File: src/rtl/score_keeper.sv
// Pong referee: turns miss events into per-player scores, goal/win pulses
// and a ball freeze that covers the goal animation and the game-over state.
module score_keeper #(
   parameter int unsigned WIN_SCORE   = 5,
   parameter int unsigned SCORE_W     = 4,
   parameter int unsigned HOLD_CYCLES = 100,
   parameter int unsigned HOLD_W      = 7
) (
   input  logic               BALL_CLOCK,
   input  logic               RESET,
   input  logic               miss_left,
   input  logic               miss_right,
   input  logic               new_game,
   output logic               goal_player_1,
   output logic               goal_player_2,
   output logic               win_player_1,
   output logic               win_player_2,
   output logic [SCORE_W-1:0] score_1,
   output logic [SCORE_W-1:0] score_2,
   output logic               ball_freeze
);

   localparam logic [SCORE_W-1:0] WIN_VAL   = SCORE_W'(WIN_SCORE);
   localparam logic [HOLD_W-1:0]  HOLD_LOAD = HOLD_W'(HOLD_CYCLES - 1);

   typedef enum logic [1:0] {
      PLAY = 2'd0,
      HOLD = 2'd1,
      OVER = 2'd2
   } state_t;

   state_t              state;
   logic [HOLD_W-1:0]   hold_cnt;
   logic [SCORE_W-1:0]  score_1_inc;
   logic [SCORE_W-1:0]  score_2_inc;
   logic                point_1;
   logic                point_2;

   assign score_1_inc = score_1 + SCORE_W'(1);
   assign score_2_inc = score_2 + SCORE_W'(1);

   // A simultaneous miss on both sides is a dead ball: nobody scores.
   assign point_1 = miss_right & ~miss_left;
   assign point_2 = miss_left & ~miss_right;

   always_ff @(posedge BALL_CLOCK or posedge RESET) begin
      if (RESET) begin
         state         <= PLAY;
         hold_cnt      <= '0;
         score_1       <= '0;
         score_2       <= '0;
         goal_player_1 <= 1'b0;
         goal_player_2 <= 1'b0;
         win_player_1  <= 1'b0;
         win_player_2  <= 1'b0;
         ball_freeze   <= 1'b0;
      end else begin
         goal_player_1 <= 1'b0;
         goal_player_2 <= 1'b0;
         win_player_1  <= 1'b0;
         win_player_2  <= 1'b0;

         if (new_game) begin
            state       <= PLAY;
            hold_cnt    <= '0;
            score_1     <= '0;
            score_2     <= '0;
            ball_freeze <= 1'b0;
         end else begin
            case (state)
               PLAY: begin
                  if (point_1) begin
                     score_1     <= score_1_inc;
                     ball_freeze <= 1'b1;
                     if (score_1_inc == WIN_VAL) begin
                        win_player_1 <= 1'b1;
                        state        <= OVER;
                     end else begin
                        goal_player_1 <= 1'b1;
                        hold_cnt      <= HOLD_LOAD;
                        state         <= HOLD;
                     end
                  end else if (point_2) begin
                     score_2     <= score_2_inc;
                     ball_freeze <= 1'b1;
                     if (score_2_inc == WIN_VAL) begin
                        win_player_2 <= 1'b1;
                        state        <= OVER;
                     end else begin
                        goal_player_2 <= 1'b1;
                        hold_cnt      <= HOLD_LOAD;
                        state         <= HOLD;
                     end
                  end
               end
               HOLD: begin
                  if (hold_cnt == '0) begin
                     state       <= PLAY;
                     ball_freeze <= 1'b0;
                  end else begin
                     hold_cnt <= hold_cnt - HOLD_W'(1);
                  end
               end
               OVER: begin
                  ball_freeze <= 1'b1;
               end
               default: begin
                  state       <= PLAY;
                  hold_cnt    <= '0;
                  ball_freeze <= 1'b0;
               end
            endcase
         end
      end
   end

endmodule

File: config.mk
export PLATFORM = sky130hd
export DESIGN_NAME = score_keeper
export DESIGN_NICKNAME = d
export VERILOG_FILES = /design/src/rtl/score_keeper.sv
export SDC_FILE = /design/constraint.sdc
export NUM_CORES = 1
export LEC_CHECK = 0
export ABC_AREA = 1
export CAP_MARGIN = 40
export CORE_UTILIZATION = 58
export CTS_CLUSTER_DIAMETER = 100
export CTS_CLUSTER_SIZE = 20
export DETAILED_ROUTE_END_ITERATION = 8
export HOLD_SLACK_MARGIN = 0.06
export PLACE_DENSITY = 0.94
export REMOVE_ABC_BUFFERS = 1
export SYNTH_ARGS = -nofsm -noshare
export SYNTH_HDL_FRONTEND = slang
export SYNTH_SLANG_ARGS = --single-unit
File: constraint.sdc
create_clock -name BALL_CLOCK -period 2.2 [get_ports BALL_CLOCK]
set_input_delay 0.22 -clock BALL_CLOCK [delete_from_list [all_inputs] [get_ports BALL_CLOCK]]
set_output_delay 0.22 -clock BALL_CLOCK [all_outputs]
set_load 0.005 [all_outputs]
==> results.yml, run 1 <==
yosys:
  synthTopCellsByCount: "nand2_1, inv_1, dfrtp_1"
  postSynth.asyncResetShare_pct: 100
  yosysUniqueCellTypes: 19
  ys.flop_type: "dfrtp_1"
  synth.most_common_cell: "nand2_1"
  synth_top_cell_area_share_pct: 39.6
  yosysSeqAreaShare_pct: 39.6
  syn_area_per_cell_um2: 7.56
  yosys_register_bits: 22
  yosysWarningCount: 0
  syn_inst: 184
  synth_largest_area_cell: "dfrtp_1"
  synth_area_mm2: 0.00139
  ys_top_cells_by_area: "dfrtp_1, nand2_1, inv_1"
  synth_edf_count: 0
clock_network:
  cts_hold_buf: 0
  cts_made_buffers: 3
  cts_root_buf: "clkbuf_4"
  cts_buffer_depth: 2
  cts_tree: "built"
  clk_latency_ps: 310
  clk_pin_slew_ps: 120
  cts_resized: 0
  cts_setup_buffers: 0
  h-tree-depth: 1
  cts_sinks: 22
die:
  fp-row-count: 17
  fp.dieArea_mm2: 0.00260
  initial_utilization_pct: 62.3
  io_pins: 18
  die_width_um: 51.0
  core_mm2: 0.00223
  die_y_um: 51.0
sta:
  skew_ps: 2.26
  finalCritPeriodShare_pct: 74.5
  max_slew.worst_pin.slew_ps: 356
  setup_viol: 0
  rsz0062_at_grt: "no"
  maxSlewViolCount: 0
  postLayoutSetupSlackWorst_ps: 561
  timing.final.crit_period_ps: 1640
  slew_headroom_pct: 76.0
  fmax_mhz: 610
  finalHoldViolations: 0
  tns_ps: 0
power_and_ir_drop:
  power_uw: 1130
  powerDensity_mw_per_mm2: 679
  vdd_ir_drop_max_mv: 0.664
  switching_share_pct: 33.1
  power.internal_uw: 753
  clkPwrFrac_pct: 27.6
  pwr-share-comb_pct: 28.7
  cellLeakagePower_uw: 0.000869
  pwr-share-seq_pct: 43.7
  p_switching_uw: 373
worst_setup_path:
  end_kind: "flop"
  r2r_cells: 8
  r2r_start: "score_2[0]"
  start_kind: "flop"
  required_ps: 2460
  critical_path.max_fanout: 7
  crit_type: "flop to flop"
  cp.arrival_ps: 1900
  r2r_end: "state[0]"
  r2r_slack_ps: 560
global_route:
  grt_pass1_vias: 1260
  antenna_found_initial: 0
  grt_pass1_wl_um: 5330
  grt_max_degree: 23
  grt_overflow: 0
  grt_use_total_pct: 27.2
finish:
  fin_nets: 218
  diodes: 0
  drive_above_1_share_pct: 10.2
  multi_input_area_um2: 717
  fillers: 165
  syn_to_final_growth_pct: 19.1
  seq_area_um2: 551
  fin_area_mm2: 0.00166
route:
  routedWlPerCell_um: 13.0
  viasPerCell: 5.49
  finalWirelength_um: 3050
  drc: 0
  drt_pre_antenna_iters: 4
  vias: 1285
  ant_nets: 0
  drtIter0Drc: 59
place:
  port_buffers: 17
  hpwlAfterDp_um: 2230
  place_ws_ps: 527
  place_area_mm2: 0.00160
  place_congestion: 0.914
flow_run:
  drv_cap: 0
min_path:
  hp-class: "primary input to asynchronous set/reset pin"
run_status:
  status: "completed"
-- cells by family after synthesis --
group,Yosys count,synth area share [%]
buffers and inverters,33,8.90
flip-flops,22,39.6
adder cells (fa/ha/maj),6,5.40
AND/OR/NAND/NOR,105,38.9
AO/OA/AOI/OAI,16,5.93
XOR/XNOR,2,1.26
-- layout by cell type (no fill, tap or decap) --
master / instances
a21oi_1: 3
buf_4: 1
bufinv_16: 1
clkbuf_4: 3
clkdlybuf4s50_1: 17
dfrtp_1: 22
ha_1: 6
inv_1: 30
inv_2: 3
nand2_1: 52
nand2_2: 2
nand2_4: 2
nand3_1: 21
nand3_4: 2
nand3b_1: 2
nand4_1: 6
nor2_1: 11
nor2_2: 2
nor2_4: 4
nor2_8: 1
o21ai_0: 11
o22ai_1: 2
xnor2_1: 2
-- layout make-up --
cell class,count,share of cell area [%]
Tap cell,28,2.11
Timing Repair Buffer,18,10.7
Inverter,33,7.48
Sequential cell,22,33.2
Clock buffer,3,1.36
Multi-Input combinational cell,129,43.3
Clock inverter,1,1.81
-- worst max-delay path by stage --
stage,from,endpoint,slack (ps),cells past startpoint
finish,score_2[0],state[0],560,8
global route,hold_cnt[0],ball_freeze,470,8
CTS,score_2[0],state[0],590,8
detailed placement,new_game,hold_cnt[6],530,9
global placement,new_game,hold_cnt[6],580,9
floorplan,score_2[0],hold_cnt[5],810,7
-- critical path, cell delays in order (launching register included) --
cell,delay [ps]
dfrtp_1,460
ha_1,240
xnor2_1,280
nor2_4,80
nand2_1,110
nand2_1,60
o21ai_0,150
nand2_1,140
nand2_1,80
-- power by group through the flow --
stage	combinational, µW	clock (µW)	sequential (µW)
2_1_floorplan	223	0	489
3_3_place_gp	297	0	496
3_5_place_dp	313	0	499
4_1_cts	319	312	491
5_1_grt	362	332	498
6_report	323	311	492
-- routing by layer --
layer / wire [µm] / GRT usage [%]
met1: 1280 / 32.2
met2: 1640 / 50.9
met3: 107 / 3.27
met4: 21 / 7.87
met5: 0 / 0
-- registers in the layout, summed over array words and instances, names as in the netlist, 2 cells and up --
register / flops
hold_cnt: 7
score_1: 4
score_2: 4
state: 2
-- per-stage QoR --
step | hold slack, ps | cells | util [%]
2_1_floorplan | 209 | 184 | -
3_3_place_gp | 476 | 230 | 71.8
3_5_place_dp | 492 | 230 | 71.8
4_1_cts | 243 | 234 | 74.2
5_1_grt | 265 | 234 | 74.2
6_report | 229 | 234 | 74.2
Power figures use the tool's default switching activity.
==> run 2, diff against run 1 <==
CORE_UTILIZATION = 54   (was 58)
PLACE_DENSITY = 0.89   (was 0.94)
clock period = 1.56 ns   (was 2.2 ns; I/O delays follow)
==> results.yml, run 2 (same netlist as run 1, synthesis figures left out) <==
sta:
  skew_ps: 5.79
  maxSlewViolCount: 0
  fmax_mhz: 675
  finalCritPeriodShare_pct: 94.9
  slew_headroom_pct: 80.1
  max_slew.worst_pin.slew_ps: 298
  timing.final.crit_period_ps: 1480
  finalHoldViolations: 0
  postLayoutSetupSlackWorst_ps: 79.0
  hold_slack_ps: 167
  setup_viol: 0
finish:
  final_cell_mix: "nand2_1, inv_1, nand3_1, dfrtp_1, clkdlybuf4s50_1"
  largest_register_ffs: 7
  fillers: 206
  drive_above_1_share_pct: 13.7
  seq_area_um2: 552
  fin_area_mm2: 0.00170
  syn_to_final_growth_pct: 21.9
  fin_nets: 224
  top_register: "hold_cnt"
  diodes: 0
  largest_registers: "hold_cnt (7), score_1 (4), score_2 (4)"
  mostFrequentLayoutCell: "nand2_1"
  multi_input_area_um2: 724
die:
  fp.dieArea_mm2: 0.00278
  io_pins: 18
  die_width_um: 52.8
  fp-row-count: 18
  core_mm2: 0.00245
  die_y_um: 52.8
  initial_utilization_pct: 56.7
global_route:
  grt_overflow: 0
  grt_max_degree: 23
  grt_use_total_pct: 21.3
  antenna_found_initial: 0
  grt_pass1_wl_um: 4260
  grt_pass1_vias: 1043
place:
  place_area_mm2: 0.00165
  hpwlAfterDp_um: 2100
  place_congestion: 0.837
  port_buffers: 17
  place_ws_ps: -1.12
route:
  vias: 1215
  finalWirelength_um: 2740
  drt_pre_antenna_iters: 4
  drtIter0Drc: 34
  viasPerCell: 5.02
  ant_nets: 0
  routedWlPerCell_um: 11.3
  drc: 0
worst_setup_path:
  end_kind: "primary output"
  r2r_end: "state[0]"
  r2r_slack_ps: 120
  cp.arrival_ps: 1320
  r2r_start: "score_2[1]"
  start_kind: "flop"
  crit_type: "flop to primary output"
  r2r_cells: 8
  required_ps: 1400
  critical_path.max_fanout: 4
power_and_ir_drop:
  clkPwrFrac_pct: 21.1
  powerDensity_mw_per_mm2: 864
  pwr-share-seq_pct: 46.8
  cellLeakagePower_uw: 0.000890
  vdd_ir_drop_max_mv: 0.730
  p_switching_uw: 499
  switching_share_pct: 34.0
  pwr-share-comb_pct: 32.1
  power.internal_uw: 968
clock_network:
  cts_buffer_depth: 2
  cts_sinks: 22
  h-tree-depth: 1
  cts_tree: "built"
  cts_made_buffers: 3
  clk_pin_slew_ps: 120
  cts_root_buf: "clkbuf_4"
  clk_latency_ps: 310
flow_run:
  drv_cap: 0
min_path:
  hp-class: "primary input to asynchronous set/reset pin"
run_status:
  status: "completed"
-- run 2: power by group through the flow --
stage | clock (µW) | combinational, µW | sequential (µW)
after CTS | 317 | 469 | 686
after floorplan | 0 | 315 | 689
after global routing | 337 | 532 | 696
final | 310 | 471 | 686
after global placement | 0 | 452 | 696
after detailed placement | 0 | 465 | 697
-- run 2: per-layer routing --
layer,vias up,routed length (µm),GRT usage [%]
met5,-,0,0
met4,0,55,7.89
met3,7,99,2.61
met2,28,1350,36.5
met1,541,1230,27.3
li1,639,-,-
-- run 2: stage by stage --
| stage | power [µW] | cells | utilization, % | setup TNS (ps) |
|---|---|---|---|---|
| 3_5_place_dp | 1160 | 238 | 67.3 | -1.12 |
| 5_1_grt | 1560 | 242 | 69.1 | -1.70 |
| 4_1_cts | 1470 | 242 | 68.8 | 0 |
| 2_1_floorplan | 1000 | 184 | - | 0 |
| 3_3_place_gp | 1150 | 238 | 67.3 | 0 |
| 6_report | 1470 | 242 | 69.1 | 0 |
-- run 2: worst max path at each step --
stage | depth (start not counted) | to | slack [ps] | startpoint
final | 2 | score_1[0] | 80 | score_1[0]
after global placement | 9 | hold_cnt[1] | 20 | new_game
after detailed placement | 9 | hold_cnt[0] | -1 | new_game
after CTS | 7 | state[1] | 50 | score_2[1]
after floorplan | 7 | hold_cnt[5] | 170 | score_2[0]
after global routing | 8 | state[0] | -2 | score_2[1]
-- run 2: repair_timing --
action                                  4_1_cts  5_1_grt
gates resized for setup                       0        4
hold buffers                                  0        0
setup buffers                                 0        0
endpoints found under the setup margin        0        9
-- run 2: layout make-up --
type                       instances  share of cell area (%)
clock buffer                       4                    2.14
inverter                          33                    7.30
multi-input combinational        129                    42.7
sequential                        22                    32.5
tap                               30                    2.21
timing repair buffer              24                    13.1
-- run 2: worst max-delay path, stage by stage (launching register included) --
cell and delay [ps]:
dfrtp_1 390, buf_4 140, clkdlybuf4s50_1 490
